File: src/rtl/list_sum_ctrl.sv
// Control sequencer for the linked-list summing datapath: walks the list from address 0,
// counts nodes, and stops on a null pointer, on abort, or when the node limit trips the watchdog.
module list_sum_ctrl #(
    parameter int CNT_W     = 8,
    parameter int MAX_NODES = 255
) (
    input  logic             clk,
    input  logic             rst,
    input  logic             start,
    input  logic             abort,
    input  logic             next_zero,
    output logic             LOAD_SUM,
    output logic             LOAD_NEXT,
    output logic             SUM_SEL,
    output logic             NEXT_SEL,
    output logic             ADDR_SEL,
    output logic             busy,
    output logic             done,
    output logic             err,
    output logic [CNT_W-1:0] node_cnt
);

    localparam logic [2:0] S_IDLE = 3'd0;
    localparam logic [2:0] S_INIT = 3'd1;
    localparam logic [2:0] S_ADD  = 3'd2;
    localparam logic [2:0] S_NEXT = 3'd3;
    localparam logic [2:0] S_DONE = 3'd4;

    localparam logic [CNT_W-1:0] CNT_LIMIT = CNT_W'(MAX_NODES);
    localparam logic [CNT_W-1:0] CNT_SAT   = '1;

    logic [2:0]       state_q, state_d;
    logic [CNT_W-1:0] cnt_q, cnt_d;
    logic             err_q, err_d;

    always_comb begin
        // NOTE: every signal gets a default first so no path leaves it unassigned (no latch).
        state_d = state_q;
        cnt_d   = cnt_q;
        err_d   = err_q;
        case (state_q)
            S_IDLE, S_DONE: begin
                if (start) begin
                    state_d = S_INIT;
                    cnt_d   = '0;
                    err_d   = 1'b0;
                end
            end
            S_INIT: begin
                state_d = abort ? S_IDLE : S_ADD;
            end
            S_ADD: begin
                // The sum register loads on this edge, so the node is counted even if aborted.
                if (cnt_q != CNT_SAT) begin
                    cnt_d = cnt_q + 1'b1;
                end
                state_d = abort ? S_IDLE : S_NEXT;
            end
            S_NEXT: begin
                if (abort) begin
                    state_d = S_IDLE;
                end else if (next_zero) begin
                    state_d = S_DONE;
                end else if (cnt_q == CNT_LIMIT) begin
                    state_d = S_DONE;
                    err_d   = 1'b1;
                end else begin
                    state_d = S_ADD;
                end
            end
            default: state_d = S_IDLE;
        endcase
    end

    // NOTE: sequential state uses non-blocking assignments; reset is sampled on the clock edge.
    always_ff @(posedge clk) begin
        if (!rst) begin
            state_q <= S_IDLE;
            cnt_q   <= '0;
            err_q   <= 1'b0;
        end else begin
            state_q <= state_d;
            cnt_q   <= cnt_d;
            err_q   <= err_d;
        end
    end

    always_comb begin
        LOAD_SUM  = 1'b0;
        LOAD_NEXT = 1'b0;
        SUM_SEL   = 1'b0;
        NEXT_SEL  = 1'b0;
        ADDR_SEL  = 1'b0;
        busy      = 1'b0;
        done      = 1'b0;
        case (state_q)
            S_INIT: begin
                LOAD_SUM  = 1'b1;
                LOAD_NEXT = 1'b1;
                busy      = 1'b1;
            end
            S_ADD: begin
                LOAD_SUM = 1'b1;
                SUM_SEL  = 1'b1;
                ADDR_SEL = 1'b1;
                busy     = 1'b1;
            end
            S_NEXT: begin
                LOAD_NEXT = 1'b1;
                NEXT_SEL  = 1'b1;
                busy      = 1'b1;
            end
            S_DONE: done = 1'b1;
            default: ;
        endcase
    end

    assign err      = err_q;
    assign node_cnt = cnt_q;

endmodule
File: config.mk
export PLATFORM = sky130hd
export DESIGN_NAME = list_sum_ctrl
export DESIGN_NICKNAME = d
export VERILOG_FILES = /design/src/rtl/list_sum_ctrl.sv
export SDC_FILE = /design/constraint.sdc
export NUM_CORES = 1
export LEC_CHECK = 0
export CORE_UTILIZATION = 47
export CTS_BUF_LIST = sky130_fd_sc_hd__clkbuf_4 sky130_fd_sc_hd__clkbuf_8
export CTS_CLUSTER_DIAMETER = 150
export DETAILED_ROUTE_END_ITERATION = 6
export GPL_TIMING_DRIVEN = 0
export PLACE_DENSITY = 0.84
export REMOVE_ABC_BUFFERS = 1
export SKIP_LAST_GASP = 1
export SYNTH_ARGS = -nofsm -noshare
export SYNTH_HDL_FRONTEND = slang
export SYNTH_SLANG_ARGS = --single-unit
File: constraint.sdc
create_clock -name clk -period 1.8 [get_ports clk]
set_clock_uncertainty 0.2 [all_clocks]
set_input_delay 0.45 -clock clk [delete_from_list [all_inputs] [get_ports clk]]
set_output_delay 0.45 -clock clk [all_outputs]
set_load 0.005 [all_outputs]
==> results.sh <==
export IMPL_drtAntennaViolNets=0
export IMPL_grt_ovfl_total=0
export IMPL_tns_ns=0
export IMPL_clock_path_buffers=2
export IMPL_critical_path_class="flip-flop to primary output"
export IMPL_crit_fanout=5
export IMPL_p_leak_uw=0.000476
export IMPL_drc_errors=0
export IMPL_dpl_cell_area_um2=891
export IMPL_fin_crit_sh_pct=99.9
export IMPL_r2r_slack_ns=0.05
export IMPL_routedWlPerCell_um=14.0
export IMPL_grt_pass1_vias=674
export IMPL_maxSlewViolCount=0
export IMPL_clock_root_buffer="clkbuf_4"
export IMPL_rows=13
export IMPL_synth_cell_type_count=34
export IMPL_critPathSlowestCell="dfxtp_4"
export IMPL_slew_headroom_pct=80.8
export IMPL_filler_cell_count=90
export IMPL_die_y_um=40.6
export IMPL_hp_class="flip-flop to flip-flop"
export IMPL_status="finished, final reports clean"
export IMPL_placed_cells=107
export IMPL_boundaryPins=21
export IMPL_wirelength_mm=1.78
export IMPL_arrival_ns=1.15
export IMPL_synth_seq_area_share_pct=34.2
export IMPL_synth_area_um2=702
export IMPL_p_per_area_nw_per_um2=460
export IMPL_netlist_top_cells_area="dfxtp_1, nor2_1, xnor2_1"
export IMPL_total_power_uw=498
export IMPL_antennaDiodeCount=0
export IMPL_grt_busiest_layer="met2"
export IMPL_tritoncts="done"
export IMPL_clock_sinks=12
export IMPL_place_gp_congestion=0.734
export IMPL_grt_max_degree=9
export IMPL_fin_nets=120
export IMPL_synth_edff_count=0
export IMPL_die_w_um=40.6
export IMPL_numCtsBuffers=3
export IMPL_maxCapViolCount=0
export IMPL_cts_htree_levels=1
export IMPL_ys_ff_latch=12
export IMPL_cts_hold_buffers=0
export IMPL_postSynthAreaPerCell_um2=9.36
export IMPL_final_core_util_pct=80.3
export IMPL_via_per_inst=5.41
export IMPL_max_stage_delay_ns=0.37
export IMPL_use_met3_pct=3.80
export IMPL_finalHoldViolations=0
export IMPL_grtUsageTotal_pct=25.6
export IMPL_ys_flop_type="dfxtp_1"
export IMPL_dp_hpwl_um=959
export IMPL_fin_cells=127
export IMPL_met2_usage_pct=46.8
export IMPL_clkLatencyLatePin_ns=0.28
export IMPL_path_cells="buf_4 > nor2_4 > nand2_2 > inv_1 > clkbuf_2"
export IMPL_crit_path_end_kind="primary output"
export IMPL_via_count=687
export IMPL_start_util_pct=52.0
export IMPL_peakVddDrop_v=0.000356
export IMPL_drt_iter0_markers=8
export IMPL_async_reset_ff_share_pct=0
export IMPL_io_buffers=20
export IMPL_dieArea_um2=1650
export IMPL_crit_required_ns=1.15
export IMPL_core_um2=1350
export IMPL_worst_pin_slew_ns=0.288
export IMPL_final_cell_mix="buf_4, nor2_1, dfxtp_4"
export IMPL_ys_warn_count=0
export IMPL_fin_crit_ns=1.80
export IMPL_grt_pass1_wl_mm=2.75
export IMPL_synth_area_leader_cell="dfxtp_1"
export IMPL_met1_usage_pct=26.3
export IMPL_finalSetupViolCount=0
export IMPL_synthCells=75
export IMPL_crit_buf_inv=3
export IMPL_fmax_mhz=556
export IMPL_design_area_um2=1080
export IMPL_clkTransAtPathRegs_ns=0.07
export IMPL_first_pass_iters=3
export IMPL_drive_above_1_share_pct=45.5
export IMPL_rsz0062_at_grt="true"
export IMPL_path_delay_family="flip-flops"
export IMPL_critPathLaunchType="flip-flop"
export IMPL_antenna_found_initial=0
export IMPL_area_growth_syn_to_layout_pct=54.4
export IMPL_yosys_area_top_type_share_pct=34.2
export IMPL_seq_area_um2=282
export IMPL_multiInputGateArea_um2=445
export IMPL_final_common_cell="buf_4"
[flip-flops by register name, indices dropped and copies added (netlist names)]
| name | flops |
|---|---|
| node_cnt | 8 |
| state_q | 3 |
| err | 1 |
[routing by layer]
layer	up-vias	part of all wire [%]
met5	-	0
met4	0	2.2
met3	5	4.1
met2	21	51
met1	321	42
li1	340	-
[per-stage QoR]
| step | setup slack, ns | hold slack [ns] |
|---|---|---|
| after global placement | -0.240 | 0.237 |
| after global routing | -0.0427 | 0.303 |
| after floorplan | 0.114 | 0.248 |
| final | 0.00149 | 0.257 |
| after CTS | -0.114 | 0.257 |
| after detailed placement | -0.283 | 0.247 |
[final timing paths]
| path | startpoint | end | cells after the start |
|---|---|---|---|
| setup / recovery | state_q[0] | done | 5 |
| hold / removal | err | err | 2 |
| setup reg to reg | state_q[0] | node_cnt[7] | 6 |
| hold reg to reg | err | err | 2 |
[worst min-delay path, stage by stage, from the launching register on]
cell and delay (ns):
dfxtp_1 0.31, inv_1 0.06, a21oi_2 0.04
[Yosys cell counts, types with 2 or more instances]
| library cell | instances |
|---|---|
| dfxtp_1 | 12 |
| nor2_1 | 12 |
| nand2_1 | 7 |
| xnor2_1 | 4 |
| o211ai_1 | 3 |
| xor2_1 | 3 |
| a211oi_2 | 2 |
| and3_1 | 2 |
| buf_6 | 2 |
| inv_1 | 2 |
| nand3_1 | 2 |
| nand4_1 | 2 |
[cells by family (layout without fill, tap and decap cells)]
group / count (synthesis) / in the layout / synth area share (%)
fa+ha+maj: 1 / 1 / 1.78
flops: 12 / 12 / 34.2
buf+inv: 5 / 42 / 5.35
xor+xnor: 7 / 7 / 8.73
mux: 1 / 1 / 1.43
simple gates: 37 / 37 / 32.1
compound gates: 12 / 12 / 16.4
[repair_timing]
action	CTS	global route
setup buffers	14	3
pin swaps	2	3
gates resized for setup	30	18
endpoints found under the setup margin	16	10
[final cells by class]
cell class	instances	share of cell area, %
multi-input cells	58	41.1
repair buffers	37	28.4
flip-flops and latches	12	26.0
clock buffers	3	2.08
well taps	15	1.73
inverters	2	0.693
[power by group]
part	total, µW	switching (µW)	internal (µW)
sequential	259	4.85	254
clock	168	90.6	77.6
combinational	71.0	31.2	39.8
total	498	127	371
Power figures use the tool's default switching activity.
